--- src/rtl/df_sequencer_if.sv ---
// df_sequencer_if: command handshake and Data_Fetch control bundle for df_sequencer.
interface df_sequencer_if;
  logic        CMD_VALID;
  logic        CMD_READY;
  logic        CMD_STORE;
  logic [1:0]  CMD_DIMEN;
  logic [16:0] CMD_ADDRESS;
  logic [1:0]  CMD_PE_SEL;
  logic        CMD_SEL_2x2;
  logic        CMD_SEL_4;
  logic        CMD_DONE;
  logic        CMD_ERR;
  logic        BUSY;
  logic [1:0]  DIMEN;
  logic [16:0] ADDRESS;
  logic [1:0]  PE_SEL;
  logic        PE_SEL_2x2;
  logic        PE_SEL_4;
  logic        ADDR_RST;
  logic        ADDR_START;
  logic        WRADDR_START;
  logic        FETCH_DONE;
  logic        STORE_DONE;
  modport slave (
    input  CMD_VALID, CMD_STORE, CMD_DIMEN, CMD_ADDRESS, CMD_PE_SEL, CMD_SEL_2x2, CMD_SEL_4,
           FETCH_DONE, STORE_DONE,
    output CMD_READY, CMD_DONE, CMD_ERR, BUSY, DIMEN, ADDRESS, PE_SEL, PE_SEL_2x2, PE_SEL_4,
           ADDR_RST, ADDR_START, WRADDR_START
  );
  modport master (
    output CMD_VALID, CMD_STORE, CMD_DIMEN, CMD_ADDRESS, CMD_PE_SEL, CMD_SEL_2x2, CMD_SEL_4,
           FETCH_DONE, STORE_DONE,
    input  CMD_READY, CMD_DONE, CMD_ERR, BUSY, DIMEN, ADDRESS, PE_SEL, PE_SEL_2x2, PE_SEL_4,
           ADDR_RST, ADDR_START, WRADDR_START
  );
endinterface

--- src/rtl/df_sequencer.sv ---
// df_sequencer: command-level load/store controller bracketing Data_Fetch transfers with address resets and a timeout.
module df_sequencer #(
  parameter int TIMEOUT_CYCLES = 64,
  parameter int TO_W = 7
) (
  input logic CLK,
  input logic RST,
  df_sequencer_if.slave bus
);
  typedef enum logic [2:0] {IDLE, ARST, RUN_LD, RUN_ST, FINISH} state_t;
  state_t state;
  logic [TO_W-1:0] cnt;
  logic store_q, err_q, rst_q, done_in;
  logic [1:0] dimen_q, pe_sel_q;
  logic [16:0] addr_q;
  logic sel2_q, sel4_q;
  assign done_in = state == RUN_LD ? bus.FETCH_DONE : bus.STORE_DONE;
  always_ff @(posedge CLK) begin
    if (RST) begin
      state <= IDLE;
      cnt <= '0;
      store_q <= 1'b0;
      err_q <= 1'b0;
      rst_q <= 1'b1;
      dimen_q <= '0;
      addr_q <= '0;
      pe_sel_q <= '0;
      sel2_q <= 1'b0;
      sel4_q <= 1'b0;
    end else begin
      rst_q <= 1'b0;
      case (state)
        IDLE: if (bus.CMD_VALID) begin
          store_q <= bus.CMD_STORE;
          dimen_q <= bus.CMD_DIMEN;
          addr_q <= bus.CMD_ADDRESS;
          pe_sel_q <= bus.CMD_PE_SEL;
          sel2_q <= bus.CMD_SEL_2x2;
          sel4_q <= bus.CMD_SEL_4;
          err_q <= 1'b0;
          state <= ARST;
        end
        ARST: begin
          cnt <= '0;
          state <= store_q ? RUN_ST : RUN_LD;
        end
        RUN_LD, RUN_ST: begin
          cnt <= cnt + 1'b1;
          // a done arriving on the final timeout cycle still counts as success
          if (done_in) begin
            err_q <= 1'b0;
            state <= FINISH;
          end else if (cnt == TO_W'(TIMEOUT_CYCLES - 1)) begin
            err_q <= 1'b1;
            state <= FINISH;
          end
        end
        default: state <= IDLE;
      endcase
    end
  end
  assign bus.CMD_READY = state == IDLE;
  assign bus.BUSY = state != IDLE;
  assign bus.CMD_DONE = state == FINISH;
  assign bus.CMD_ERR = state == FINISH && err_q;
  assign bus.ADDR_START = state == RUN_LD;
  assign bus.WRADDR_START = state == RUN_ST;
  assign bus.ADDR_RST = rst_q || state == ARST || state == FINISH;
  assign bus.DIMEN = dimen_q;
  assign bus.ADDRESS = addr_q;
  assign bus.PE_SEL = pe_sel_q;
  assign bus.PE_SEL_2x2 = sel2_q;
  assign bus.PE_SEL_4 = sel4_q;
endmodule

--- src/flat_wrapper.sv ---
// flat-port wrapper written by rule: the top's interface ports become plain ports
module df_sequencer_flat 
#(
  parameter int TIMEOUT_CYCLES = 64,
  parameter int TO_W = 7
)
  (CLK, RST, bus_CMD_VALID, bus_CMD_STORE, bus_CMD_DIMEN, bus_CMD_ADDRESS, bus_CMD_PE_SEL, bus_CMD_SEL_2x2, bus_CMD_SEL_4, bus_FETCH_DONE, bus_STORE_DONE, bus_CMD_READY, bus_CMD_DONE, bus_CMD_ERR, bus_BUSY, bus_DIMEN, bus_ADDRESS, bus_PE_SEL, bus_PE_SEL_2x2, bus_PE_SEL_4, bus_ADDR_RST, bus_ADDR_START, bus_WRADDR_START);
  df_sequencer_if bus_i ();
  input logic CLK;
  input logic RST;
  input wire logic [$bits(bus_i.CMD_VALID)-1:0] bus_CMD_VALID;
  input wire logic [$bits(bus_i.CMD_STORE)-1:0] bus_CMD_STORE;
  input wire logic [$bits(bus_i.CMD_DIMEN)-1:0] bus_CMD_DIMEN;
  input wire logic [$bits(bus_i.CMD_ADDRESS)-1:0] bus_CMD_ADDRESS;
  input wire logic [$bits(bus_i.CMD_PE_SEL)-1:0] bus_CMD_PE_SEL;
  input wire logic [$bits(bus_i.CMD_SEL_2x2)-1:0] bus_CMD_SEL_2x2;
  input wire logic [$bits(bus_i.CMD_SEL_4)-1:0] bus_CMD_SEL_4;
  input wire logic [$bits(bus_i.FETCH_DONE)-1:0] bus_FETCH_DONE;
  input wire logic [$bits(bus_i.STORE_DONE)-1:0] bus_STORE_DONE;
  output wire logic [$bits(bus_i.CMD_READY)-1:0] bus_CMD_READY;
  output wire logic [$bits(bus_i.CMD_DONE)-1:0] bus_CMD_DONE;
  output wire logic [$bits(bus_i.CMD_ERR)-1:0] bus_CMD_ERR;
  output wire logic [$bits(bus_i.BUSY)-1:0] bus_BUSY;
  output wire logic [$bits(bus_i.DIMEN)-1:0] bus_DIMEN;
  output wire logic [$bits(bus_i.ADDRESS)-1:0] bus_ADDRESS;
  output wire logic [$bits(bus_i.PE_SEL)-1:0] bus_PE_SEL;
  output wire logic [$bits(bus_i.PE_SEL_2x2)-1:0] bus_PE_SEL_2x2;
  output wire logic [$bits(bus_i.PE_SEL_4)-1:0] bus_PE_SEL_4;
  output wire logic [$bits(bus_i.ADDR_RST)-1:0] bus_ADDR_RST;
  output wire logic [$bits(bus_i.ADDR_START)-1:0] bus_ADDR_START;
  output wire logic [$bits(bus_i.WRADDR_START)-1:0] bus_WRADDR_START;
  assign bus_i.CMD_VALID = bus_CMD_VALID;
  assign bus_i.CMD_STORE = bus_CMD_STORE;
  assign bus_i.CMD_DIMEN = bus_CMD_DIMEN;
  assign bus_i.CMD_ADDRESS = bus_CMD_ADDRESS;
  assign bus_i.CMD_PE_SEL = bus_CMD_PE_SEL;
  assign bus_i.CMD_SEL_2x2 = bus_CMD_SEL_2x2;
  assign bus_i.CMD_SEL_4 = bus_CMD_SEL_4;
  assign bus_i.FETCH_DONE = bus_FETCH_DONE;
  assign bus_i.STORE_DONE = bus_STORE_DONE;
  assign bus_CMD_READY = bus_i.CMD_READY;
  assign bus_CMD_DONE = bus_i.CMD_DONE;
  assign bus_CMD_ERR = bus_i.CMD_ERR;
  assign bus_BUSY = bus_i.BUSY;
  assign bus_DIMEN = bus_i.DIMEN;
  assign bus_ADDRESS = bus_i.ADDRESS;
  assign bus_PE_SEL = bus_i.PE_SEL;
  assign bus_PE_SEL_2x2 = bus_i.PE_SEL_2x2;
  assign bus_PE_SEL_4 = bus_i.PE_SEL_4;
  assign bus_ADDR_RST = bus_i.ADDR_RST;
  assign bus_ADDR_START = bus_i.ADDR_START;
  assign bus_WRADDR_START = bus_i.WRADDR_START;
  df_sequencer #(.TIMEOUT_CYCLES(TIMEOUT_CYCLES), .TO_W(TO_W)) u_core (.CLK(CLK), .RST(RST), .bus(bus_i));
endmodule
--- config.mk ---
export PLATFORM = sky130hd
export DESIGN_NAME = df_sequencer_flat
export DESIGN_NICKNAME = d
export VERILOG_FILES = /design/src/rtl/df_sequencer_if.sv /design/src/rtl/df_sequencer.sv /design/src/flat_wrapper.sv
export SDC_FILE = /design/constraint.sdc
export NUM_CORES = 1
export LEC_CHECK = 0
export CAP_MARGIN = 10
export CELL_PAD_IN_SITES_DETAIL_PLACEMENT = 1
export CELL_PAD_IN_SITES_GLOBAL_PLACEMENT = 2
export CORE_MARGIN = 2
export CORE_UTILIZATION = 23
export CTS_BUF_LIST = sky130_fd_sc_hd__clkbuf_16
export CTS_CLUSTER_SIZE = 10
export DETAILED_ROUTE_END_ITERATION = 6
export PLACE_DENSITY = 0.79
export SLEW_MARGIN = 20
export SYNTH_ARGS = -nofsm -noshare
export SYNTH_HDL_FRONTEND = slang
export SYNTH_SLANG_ARGS = --single-unit
--- constraint.sdc ---
create_clock -name CLK -period 1.6 [get_ports CLK]
set_input_delay 0.48 -clock CLK [delete_from_list [all_inputs] [get_ports CLK]]
set_output_delay 0.48 -clock CLK [all_outputs]
set_load 0.005 [all_outputs]
==> run_results.csv <==
group,metric,value,unit
critical_path,cp-start-kind,"register",
status,violations,"negative setup slack",
sta,min_period,1630,ps
critical_path,cp.arrival,1150,ps
route,drtIter0Drc,48,
logic_synthesis,yosys_warnings,0,
die,die_w,84.8,um
worst_hold_path,hp-class,"register to register",
worst_hold_path,hp-start,"u_core.bus.ADDRESS[6]",
die,core_area,0.00635,mm2
sta,fmax,613,MHz
die,die_h,84.8,um
route,vias_per_cell,4.49,
logic_synthesis,ys.flop_type,"dfxtp_1",
logic_synthesis,synth_cells,184,
placed_design,port-buffer-count,58,
critical_path,crit_type,"register to output port",
finish,n_antenna_cell,0,
clock_tree,numCtsBuffers,5,
sta,worst_pin_slew,357,ps
route,drt_pre_antenna_iters,4,
route,dr_total_vias,1512,
critical_path,rr_endpoint,"u_core.bus.ADDRESS[14]",
job,maxCapViolCount,0,
sta,slew_violations,0,
logic_synthesis,synthArstFlopShare,0,%
critical_path,crit_fanout,4,
global_route,grt_max_degree,28,
global_route,antenna_found_initial,0,
logic_synthesis,ys_types,33,
clock_tree,root_buffer,"clkbuf_16",
worst_hold_path,holdPathStages,2,
clock_tree,cts_tree,"built",
logic_synthesis,syn_area,0.00150,mm2
route,ant_nets,0,
critical_path,reg2reg_from,"u_core.state[0]",
sta,setup_viol_count_final,3,
global_route,grt_pass1_wl,7.38,mm
critical_path,r2r_slack,70,ps
route,routed_wl,4.97,mm
clock_tree,hold_buffers,0,
logic_synthesis,syn-num-nets,214,
logic_synthesis,synth_edf_count,0,
sta,setup_slack,-32.0,ps
sta,rsz0062_at_grt,"yes",
finish,final_common_cell,"nand2_1",
sta,worst_clock_skew,3.71,ps
route,drc,0,
clock_tree,htreeDepth,2,
finish,area_growth,70.6,%
logic_synthesis,yosys_register_bits,36,
sta,relSlewSlack,76.2,%
power,vdd_drop_max,414,uV
logic_synthesis,syn_avg_cell_area,8.17,um2
worst_hold_path,holdPathEnd,"u_core.bus.ADDRESS[6]",
die,row_count,29,
clock_tree,cts.sinks,36,
die,dieArea,0.00720,mm2
finish,drive_above_1_share,23.8,%
finish,final_cells,337,
finish,layout_common_cells,"nand2_1 (52), dfxtp_1 (31), clkdlybuf4s50_1 (30)",
global_route,grt_pass1_vias,1469,
placed_design,gp_congestion,0.783,
die,io_pins,59,
global_route,grt_overflow_total,0,
clock_tree,insertion_delay,280,ps
finish,layout.nets,290,
clock_tree,cts.clk_slew.worst_paths,60,ps
logic_synthesis,ys_seq_area_share,48.0,%
placed_design,dp_cells,320,
sta,hold_viol,0,
critical_path,rr_worst_depth,8,
placed_design,place_hpwl,3.14,mm
finish,fin_util,40.4,%
power,finalPower,2.38,mW
critical_path,crit_required,1120,ps
critical_path,end_kind,"output port",
route,wl_per_cell,14.7,um
die,start_util,23.7,%
finish,fillers,744,
power,leakage,1.21,nW
global_route,grt_use_total,12.9,%
clock_tree,clockBufferDepth,2,
sta,period_share,102,%
status,status,"finished, violations left",
power,p_per_area,928,mW/mm2
-- critical path, cell delays in order (launching register included) --
cell,delay [ps]
dfxtp_4,360
buf_6,120
nor3_4,200
buf_6,120
buf_6,80
-- synthesized netlist by cell type, types with 3 or more instances --
master	number	area (um2)
a21oi_1	26	130
a22oi_1	4	30.0
and2_1	3	18.8
buf_4	3	22.5
clkbuf_1	6	22.5
dfxtp_1	36	721
mux2_2	3	33.8
nand2_1	53	199
nand2b_1	3	18.8
nand3_1	7	35.0
nor2_1	12	45.0
-- layout make-up --
| type | count | area (um2) | area share, % |
|---|---|---|---|
| Timing Repair Buffer | 82 | 840 | 32.7 |
| Tap cell | 77 | 96.3 | 3.76 |
| Clock buffer | 5 | 125 | 4.88 |
| Inverter | 2 | 7.51 | 0.293 |
| Multi-Input combinational cell | 133 | 753 | 29.4 |
| Clock inverter | 2 | 7.51 | 0.293 |
| Sequential cell | 36 | 734 | 28.6 |
-- per-layer routing --
| layer | share of wire [%] | up-vias | GRT usage, % |
|---|---|---|---|
| met5 | 0 | - | 0 |
| met1 | 46 | 711 | 16.3 |
| met3 | 3.0 | 7 | 1.56 |
| met2 | 50 | 30 | 21.8 |
| li1 | - | 764 | - |
| met4 | 1.8 | 0 | 6.06 |
-- cells by family (layout without fill, tap and decap cells) --
kind of cell | Yosys count | count (layout) | synth area share [%]
muxes | 5 | 5 | 3.58
DFF | 36 | 36 | 48.0
adders and majority gates | 1 | 1 | 0.833
buffers and inverters | 15 | 91 | 5.58
and+or+nand+nor | 90 | 90 | 27.6
xor gates and xnor gates | 1 | 1 | 0.583
AOI/OAI and AO/OA | 36 | 36 | 13.9
-- registers in the layout, indices dropped and copies added, names as in the netlist --
name                   flops
u_core.state               3
u_core.bus.PE_SEL_4        1
u_core.store_q             1
u_core.err_q               1
u_core.bus.PE_SEL          2
u_core.rst_q               1
u_core.bus.DIMEN           2
u_core.bus.ADDRESS        17
u_core.bus.PE_SEL_2x2      1
u_core.cnt                 7
-- metrics by stage --
stage               cell area [um2]  setup slack, ps  hold WS (ps)  TNS (ps)
global placement               2230             -186           442     -3170
global route                   2560            -81.6           470      -550
finish                         2560            -32.0           449     -39.2
detailed placement             2230             -233           446     -3590
floorplan                      1500              199           436         0
CTS                            2410            -47.8           451     -53.7
-- worst max-delay path by stage --
stage | from | slack (ps) | endpoint
after floorplan | u_core.state[2] | 200 | bus_WRADDR_START
after global routing | u_core.state[2] | -80 | bus_CMD_READY
after detailed placement | u_core.state[2] | -230 | bus_WRADDR_START
after CTS | u_core.state[0] | -50 | bus_CMD_READY
after global placement | u_core.state[2] | -190 | bus_WRADDR_START
final | u_core.state[0] | -30 | bus_CMD_READY
-- what timing repair did --
item,CTS,global route
setup buffers,7,1
gates cloned,0,3
gates resized for setup,47,32
pin swaps,4,1
setup endpoints to repair,16,45
-- power breakdown --
| group | internal, mW | switching, mW | total (mW) | leakage (nW) |
|---|---|---|---|---|
| Combinational | 0.279 | 0.209 | 0.488 | 0.852 |
| Clock | 0.557 | 0.357 | 0.914 | 0.0648 |
| Sequential | 0.948 | 0.0302 | 0.978 | 0.297 |
Note: power is estimated with default switching activity, not from simulation.
